**src/rtl/timer_mmio.sv**
```systemverilog
// -----------------------------------------------------------------------------
// timer_mmio
//   Memory-mapped countdown timer attached to the Memory-stage data bus.
//   It snoops the store bus for writes to its four registers and returns read
//   data combinationally for the load path. It raises a registered interrupt
//   request on expiry. Instantiate twice (different BASE_ADDR) for Timer0/1.
//
//   Register map (offset = addr[3:2]):
//     0x0 CTRL     [0] EN, [2:1] MODE (01 auto-reload, anything else one-shot),
//                  [3] IM (interrupt mask / enable)
//     0x4 PRESET   reload value
//     0x8 COUNT    current count, read-only
//     0xC PRESCALE tick divider (only with TIMER_PRESCALE_EN, else reads 0)
//
//   Build option:
//     TIMER_PRESCALE_EN  when defined, adds a 16-bit prescaler. The count
//                        decrements once every PRESCALE+1 cycles.
//
//   Ports:
//     clk    system clock, rising edge
//     reset  asynchronous, active-low; clears all state
//     addr   byte address from the Memory stage
//     we     write strobe (already flushed on exceptions upstream)
//     be     byte enables, be[i] covers wd[8i+7:8i]
//     wd     write data (byte-replicated upstream)
//     rd     read data, combinational, 0 when the address misses
//     irq    registered interrupt request toward CP0
// -----------------------------------------------------------------------------
module timer_mmio #(
    parameter logic [31:0] BASE_ADDR = 32'h0000_7F00
) (
    input  logic        clk,
    input  logic        reset,
    input  logic [31:0] addr,
    input  logic        we,
    input  logic [3:0]  be,
    input  logic [31:0] wd,
    output logic [31:0] rd,
    output logic        irq
);

    typedef enum logic [1:0] {IDLE, LOAD, CNT, INT} state_t;

    state_t      state, state_next;
    logic [3:0]  ctrl;
    logic [31:0] preset;
    logic [31:0] count;
    logic        pend, pend_next;

    logic        hit;
    logic [1:0]  offset;
    logic        wr_ctrl, wr_preset;
    logic        ctrl_en, auto_mode, irq_mask;
    logic        tick;
    logic        expire;
    logic        pend_clr;
    logic        unused_addr_bits;

    // Register decode: the block occupies one 16-byte aligned window.
    assign hit              = (addr[31:4] == BASE_ADDR[31:4]);
    assign offset           = addr[3:2];
    assign wr_ctrl          = hit & we & (offset == 2'd0);
    assign wr_preset        = hit & we & (offset == 2'd1);
    assign unused_addr_bits = ^addr[1:0];

    assign ctrl_en   = ctrl[0];
    assign auto_mode = (ctrl[2:1] == 2'b01);
    assign irq_mask  = ctrl[3];

    // Expiry happens on the tick that takes COUNT from 1 (or an already-zero
    // COUNT) down to 0 while the timer is still enabled.
    assign expire = (state == CNT) & ctrl_en & tick & (count <= 32'd1);

`ifdef TIMER_PRESCALE_EN
    logic [15:0] prescale;
    logic [15:0] div;
    logic        wr_prescale;

    assign wr_prescale = hit & we & (offset == 2'd3);
    assign tick        = (div == prescale);

    // Divider only runs while counting so every period starts from a clean
    // phase; it wraps to zero on the cycle it produces a tick.
    always_ff @(posedge clk or negedge reset) begin
        if (!reset) begin
            div <= 16'd0;
        end else if (state == CNT) begin
            div <= tick ? 16'd0 : div + 16'd1;
        end else begin
            div <= 16'd0;
        end
    end

    // Prescale register, low two bytes writable.
    always_ff @(posedge clk or negedge reset) begin
        if (!reset) begin
            prescale <= 16'd0;
        end else if (wr_prescale) begin
            if (be[0]) prescale[7:0]  <= wd[7:0];
            if (be[1]) prescale[15:8] <= wd[15:8];
        end
    end
`else
    assign tick = 1'b1;
`endif

    // State register.
    always_ff @(posedge clk or negedge reset) begin
        if (!reset) begin
            state <= IDLE;
        end else begin
            state <= state_next;
        end
    end

    // Next-state and pending-flag logic. In auto-reload the pending flag is
    // a one-cycle marker of INT; in one-shot it is sticky until software
    // touches CTRL or PRESET. A same-edge set always wins over the clear.
    always_comb begin
        state_next = state;
        pend_clr   = 1'b0;
        pend_next  = pend;
        case (state)
            IDLE: if (ctrl_en) state_next = LOAD;
            LOAD: state_next = CNT;
            CNT: begin
                if (!ctrl_en)    state_next = IDLE;
                else if (expire) state_next = INT;
            end
            INT: state_next = auto_mode ? LOAD : IDLE;
            default: state_next = IDLE;
        endcase
        pend_clr = auto_mode ? (state == INT) : (wr_ctrl | wr_preset);
        if (expire)        pend_next = 1'b1;
        else if (pend_clr) pend_next = 1'b0;
    end

    // CTRL: a bus write of byte 0 beats the one-shot self-disable in INT.
    always_ff @(posedge clk or negedge reset) begin
        if (!reset) begin
            ctrl <= 4'd0;
        end else if (wr_ctrl && be[0]) begin
            ctrl <= wd[3:0];
        end else if (state == INT && !auto_mode) begin
            ctrl[0] <= 1'b0;
        end
    end

    // PRESET: per-byte update, only sampled into COUNT in LOAD.
    always_ff @(posedge clk or negedge reset) begin
        if (!reset) begin
            preset <= 32'd0;
        end else if (wr_preset) begin
            for (int i = 0; i < 4; i++) begin
                if (be[i]) preset[8*i +: 8] <= wd[8*i +: 8];
            end
        end
    end

    // COUNT: loaded in LOAD, decremented on ticks while enabled in CNT,
    // saturating at zero; held everywhere else.
    always_ff @(posedge clk or negedge reset) begin
        if (!reset) begin
            count <= 32'd0;
        end else if (state == LOAD) begin
            count <= preset;
        end else if (state == CNT && ctrl_en && tick) begin
            count <= (count <= 32'd1) ? 32'd0 : count - 32'd1;
        end
    end

    // Pending flag and masked, registered interrupt request.
    always_ff @(posedge clk or negedge reset) begin
        if (!reset) begin
            pend <= 1'b0;
            irq  <= 1'b0;
        end else begin
            pend <= pend_next;
            irq  <= pend_next & irq_mask;
        end
    end

    // Combinational read mux for the load path.
    always_comb begin
        rd = 32'd0;
        if (hit) begin
            case (offset)
                2'd0: rd = {28'd0, ctrl};
                2'd1: rd = preset;
                2'd2: rd = count;
`ifdef TIMER_PRESCALE_EN
                2'd3: rd = {16'd0, prescale};
`else
                2'd3: rd = 32'd0;
`endif
                default: rd = 32'd0;
            endcase
        end
    end

endmodule

```
**config.mk**
```make
export PLATFORM = sky130hd
export DESIGN_NAME = timer_mmio
export DESIGN_NICKNAME = d
export VERILOG_FILES = /design/src/rtl/timer_mmio.sv
export SDC_FILE = /design/constraint.sdc
export NUM_CORES = 1
export LEC_CHECK = 0
export ABC_AREA = 1
export CAP_MARGIN = 20
export CORE_MARGIN = 4
export CORE_UTILIZATION = 23
export CTS_BUF_LIST = sky130_fd_sc_hd__clkbuf_4
export DETAILED_ROUTE_END_ITERATION = 16
export GPL_ROUTABILITY_DRIVEN = 0
export HOLD_SLACK_MARGIN = 0.08
export PLACE_DENSITY = 0.53
export SLEW_MARGIN = 5
export SYNTH_ARGS = -nofsm -noshare
export SYNTH_HDL_FRONTEND = slang
export SYNTH_SLANG_ARGS = --single-unit
```
**constraint.sdc**
```tcl
create_clock -name clk -period 3.45 [get_ports clk]
set_input_delay 0.69 -clock clk [delete_from_list [all_inputs] [get_ports clk]]
set_output_delay 0.69 -clock clk [all_outputs]
set_load 0.03 [all_outputs]
```
* Yosys cells after proc, flatten, opt, wreduce, memory -nomap -nowiden
Cells that the tools add are included.
Cells by class: div/mod/pow operators 0, shift-type cells 0, reductions and logical operators 13, magnitude comparators 1, mux-type cells 15, bitwise operators 7, equality and inequality tests 10, multipliers 0, $add $sub $neg 1
Operator list (count):
- $mux W32 | 4
- $pmux W32 S4 | 1
- $le A32 B1 Y1 const B | 1
- $sub A32 B1 Y32 const B | 1
- $eq A28 B11 Y1 const B | 1
- $reduce_and A2 Y1 | 5
- $eq A2 B2 Y1 const B | 4
- $pmux W2 S4 | 1
- $and A1 B1 Y1 | 6
- $eq A2 B1 Y1 const B | 3
- $mux W1 | 6
- $mux W2 | 3
- $logic_not A2 Y1 | 2
- $reduce_bool A2 Y1 | 2
- $logic_and A1 B1 Y1 | 3
- $ne A3 B3 Y1 const B | 1
- $ne A2 B2 Y1 const B | 1
- $logic_not A1 Y1 | 1
- $or A1 B1 Y1 | 1
Storage, ports and cells: bits in registers 72, memories 0, logic and storage cells 57, ROM bits 0, bits in writable memories 0, bits in latches 0

* Depth between registers and ports, before layout
depth after elaboration 8, depth in mapped cells 11, gate-level depth less buffers 11

* Worst setup path before layout
OpenSTA, ideal clock, no wires.
kind input port to output port, from input addr[27], to output rd[3], setup slack 0.744 ns, data required time 2.760 ns, arrival time 2.016 ns, stages 8, cell sequence nor2_1 nand2_1 nor2_1 nand3_2 nor2_8 inv_2 buf_2 a31oi_1
On the way: word-level cells in the longest chain between the ends 2
RTL lines:
- from (decl) | line 34 | input logic [31:0] addr,
- $eq A28 B11 Y1 | line 60 | assign hit = (addr[31:4] == BASE_ADDR[31:4]);
- $mux W32 | line 186 | if (hit) begin
- to (decl) | line 38 | output logic [31:0] rd,
No other way between the ends.

* Final worst setup path
from input addr[27], to output rd[2]
Same word-level chain as after synthesis.

==> PnR_summary.wiki <==
{| class="wikitable"
! Metric !! Value
|-
| Final-layout setup total negative slack || 0 ps
|-
| Crit path required time || 2760 ps
|-
| Hold_buf cts || 0
|-
| Net total in the final layout || 816
|-
| Maximum number of pins on one net before global-route repair || 33
|-
| Cell at the slowest stage of the critical path || sky130_fd_sc_hd__clkdlybuf4s50_1
|-
| Highest clock frequency the design can meet || 324.1 MHz
|-
| Post-cts gate resize count || 0
|-
| Start of the worst register-to-register path || count[0]$_DFFE_PN0P_
|-
| Chip height || 151.7 um
|-
| CTS tree || built
|-
| Initial antenna violation count || 1
|-
| Total clock sinks || 72
|-
| Top post-synthesis cells by area || sky130_fd_sc_hd__dfrtp_1, sky130_fd_sc_hd__nand2_1, sky130_fd_sc_hd__o21ai_2
|-
| Die W || 151.7 um
|-
| WP data arrival || 2400 ps
|-
| GRT Residual Overflow || 0
|-
| Signed area change from the synthesized netlist to the final layout || 32.77%
|-
| Post-route clock period utilization || 89.43%
|-
| Hold violation total from the final report || 0
|-
| Number of distinct library cells after synthesis || 35
|-
| Placeable core region || 20300 um^2
|-
| Power Density || 220.6 nW/um^2
|-
| Leakage power of the design || 2.916 nW
|-
| Number of global-route vias before repair || 4167
|-
| Starting Density || 23.40%
|-
| Kind of capture point of the worst setup path || output port
|-
| Remaining number of nets flagged by the antenna check after routing || 0
|-
| CP Max Fanout || 32
|-
| Worst-case clock skew || 17.75 ps
|-
| Worst slew margin relative to its limit || 52.74%
|-
| Number of placed instances with taps included || 1002
|-
| H-tree depth || 3
|-
| Share of the synthesized area in the top cell type || 37.93%
|-
| Synthesized area per cell || 7.364 um^2
|-
| Sequential area share after synthesis || 37.93%
|-
| Total via count in the routed design || 4242
|-
| Kind of critical path || input port to output port
|-
| Cell breakdown of the critical path || clkdlybuf4s50_1 -> nor2_1 -> nand2_1 -> nor2_1 -> nand3_2 -> nor2_8 -> inv_2 -> a31oi_1 -> buf_12
|-
| Net count after synthesis || 718
|-
| First-pass GRT wire length || 21760 um
|-
| CP bufs+invs || 3
|-
| Worst-margin pin slew || 708.2 ps
|-
| Clock buffer count from CTS || 9
|-
| Area of the mapped netlist || 4750 um^2
|-
| Yosys synthesis warning count || 0
|-
| All-layer global routing usage || 11.95%
|-
| Average routed wire per standard cell || 13.07 um
|-
| Non-filler instance count after layout || 1016
|-
| Post-CTS setup buffers || 0
|-
| Count of port buffers added during placement || 101
|-
| Cell repeated most along the worst path || sky130_fd_sc_hd__nor2_1
|-
| Count of filler cells inserted in the layout || 2242
|-
| Multi-input gate area || 2579 um^2
|-
| RSZ-0062 raised after global routing || no
|-
| Flip-flop and latch count after synthesis || 72
|-
| Final Slew Violations || 0
|-
| Destination of the worst register-to-register timing path || count[10]$_DFFE_PN0P_
|-
| Buffer levels on the longest clock path || 2
|-
| CTS root buf || sky130_fd_sc_hd__clkbuf_4
|-
| Delay of the slowest critical-path stage || 400 ps
|-
| Post-Route WL || 13280 um
|-
| Ports placed on the boundary || 104
|-
| Layout cell share with drive strength beyond 1 || 17.99%
|-
| Run status || finished, final reports clean
|-
| Final critical-path required period || 3085 ps
|-
| Worst reg2reg setup slack || 1490 ps
|-
| Post-synth top area cell || sky130_fd_sc_hd__dfrtp_1
|-
| Worst ir drop on vdd || 0.0001066 V
|-
| Sequential cell area || 1802 um^2
|-
| Register clock-pin slew on the reported worst setup and hold paths || 100 ps
|-
| Detailed router's first-iteration violation count || 280
|-
| Max-cap viol count || 0
|-
| Synthesized instance count || 645
|-
| FP Rows || 52
|-
| Drt pass-1 iters || 4
|-
| Cell count of the worst reg-to-reg path || 9
|-
| HPWL after DPL || 10170 um
|-
| Drt via density || 4.175
|-
| Total Die Area || 23010 um^2
|-
| Startpoint types || input port
|-
| Class of the worst hold path || input port to async pin
|-
| Number of failing setup endpoints in the final timing report || 0
|-
| Source-to-sink clock delay at the later pin of the worst-skew pair || 450 ps
|-
| DRC violations left || 0
|-
| Dominant delay contributor by cell family on the critical path || buffers and inverters
|}
-- where the power goes --
part / switching, W / leakage, nW / internal (W)
logic: 0.0000613 / 1.87 / 0.0000776
registers: 0.000000000100 / 1.00 / 0.000843
clock network: 0.000282 / 0.0477 / 0.000127
-- worst max-delay path by stage --
stage,startpoint,endpoint,slack [ps],depth (start not counted)
after detailed placement,addr[27],rd[3],280,9
after global routing,addr[27],rd[3],140,9
after floorplan,addr[27],rd[3],740,8
after CTS,addr[27],rd[3],280,9
final,addr[27],rd[2],360,9
after global placement,addr[10],rd[3],310,8
-- area by class of cell --
class                   count  area share [%]
clock inverters             4          0.2381
diodes                      1         0.03968
inverters                  59           3.512
flip-flops and latches     72           28.57
multi-input cells         491           40.89
well taps                 270           5.357
clock buffers               9           1.071
repair buffers            110           20.32
-- flip-flops by register name, indices dropped and copies added (netlist names) --
signal  count
count      32
state       2
irq         1
preset     32
ctrl        4
pend        1
-- through the flow --
step | cell area [um^2] | total power (W) | hold WS (ps) | setup slack, ps | utilization (%)
after floorplan | 4750 | 0.0008905 | 394.4 | 744.4 | -
after global placement | 6221 | 0.001002 | 494.4 | 314.1 | 30.65
after detailed placement | 6221 | 0.001002 | 497.8 | 281.7 | 30.65
after CTS | 6304 | 0.001419 | 102.9 | 283.6 | 31.05
after global routing | 6306 | 0.001459 | 123.1 | 143.6 | 31.07
final | 6306 | 0.001391 | 131.6 | 364.8 | 31.07
-- per-layer routing --
metal	wire, um	part of all wire, %	GRT usage [%]	vias up
li1	-	-	-	2256
met1	6581	50	17.06	1870
met2	5533	42	17.73	103
met3	986	7.4	3.034	13
met4	182	1.4	3.639	0
met5	0	0	0	-
-- synth_stat cells (all sizes together) --
master  number
o31ai        1
xor2        11
xnor2        7
nor3         1
o21a         1
o22ai        1
nor2       100
nand3       36
inv         59
ha           2
a21oi       46
a22oi       12
a21boi       1
nand4        9
o21bai       2
o21ai       42
o211ai       1
clkbuf       9
or2          6
nand3b       2
nand2      207
buf         14
a31oi        3
dfrtp       72
-- cell usage in the layout (no fill, tap or decap), types with 2 or more instances in the layout --
| cell type | n |
|---|---|
| sky130_fd_sc_hd__nand2_1 | 194 |
| sky130_fd_sc_hd__nor2_1 | 81 |
| sky130_fd_sc_hd__dfrtp_1 | 72 |
| sky130_fd_sc_hd__clkdlybuf4s50_1 | 68 |
| sky130_fd_sc_hd__inv_1 | 57 |
| sky130_fd_sc_hd__a21oi_1 | 46 |
| sky130_fd_sc_hd__o21ai_2 | 36 |
| sky130_fd_sc_hd__nand3_1 | 34 |
| sky130_fd_sc_hd__buf_12 | 23 |
| sky130_fd_sc_hd__buf_4 | 18 |
| sky130_fd_sc_hd__nand2_2 | 13 |
| sky130_fd_sc_hd__a22oi_1 | 12 |
| sky130_fd_sc_hd__nor2_2 | 11 |
| sky130_fd_sc_hd__xor2_1 | 11 |
| sky130_fd_sc_hd__clkbuf_4 | 9 |
| sky130_fd_sc_hd__xnor2_1 | 7 |
| sky130_fd_sc_hd__nor2_4 | 6 |
| sky130_fd_sc_hd__or2_2 | 6 |
| sky130_fd_sc_hd__nand4_1 | 4 |
| sky130_fd_sc_hd__nand4_4 | 4 |
| sky130_fd_sc_hd__o21ai_0 | 4 |
| sky130_fd_sc_hd__clkinv_1 | 4 |
| sky130_fd_sc_hd__a31oi_1 | 3 |
| sky130_fd_sc_hd__nand3_2 | 2 |
| sky130_fd_sc_hd__nor2_8 | 2 |
| sky130_fd_sc_hd__inv_2 | 2 |
| sky130_fd_sc_hd__o21bai_1 | 2 |
| sky130_fd_sc_hd__nand3b_1 | 2 |
| sky130_fd_sc_hd__o21ai_1 | 2 |
| sky130_fd_sc_hd__ha_1 | 2 |
-- kinds of logic after synthesis --
group	Yosys count	synth area share [%]
simple gates	361	34.96
compound gates	110	15.49
buf+inv	82	7.771
flops	72	37.93
xor+xnor	18	3.319
fa+ha+maj	2	0.5268
Power figures use the tool's default switching activity.
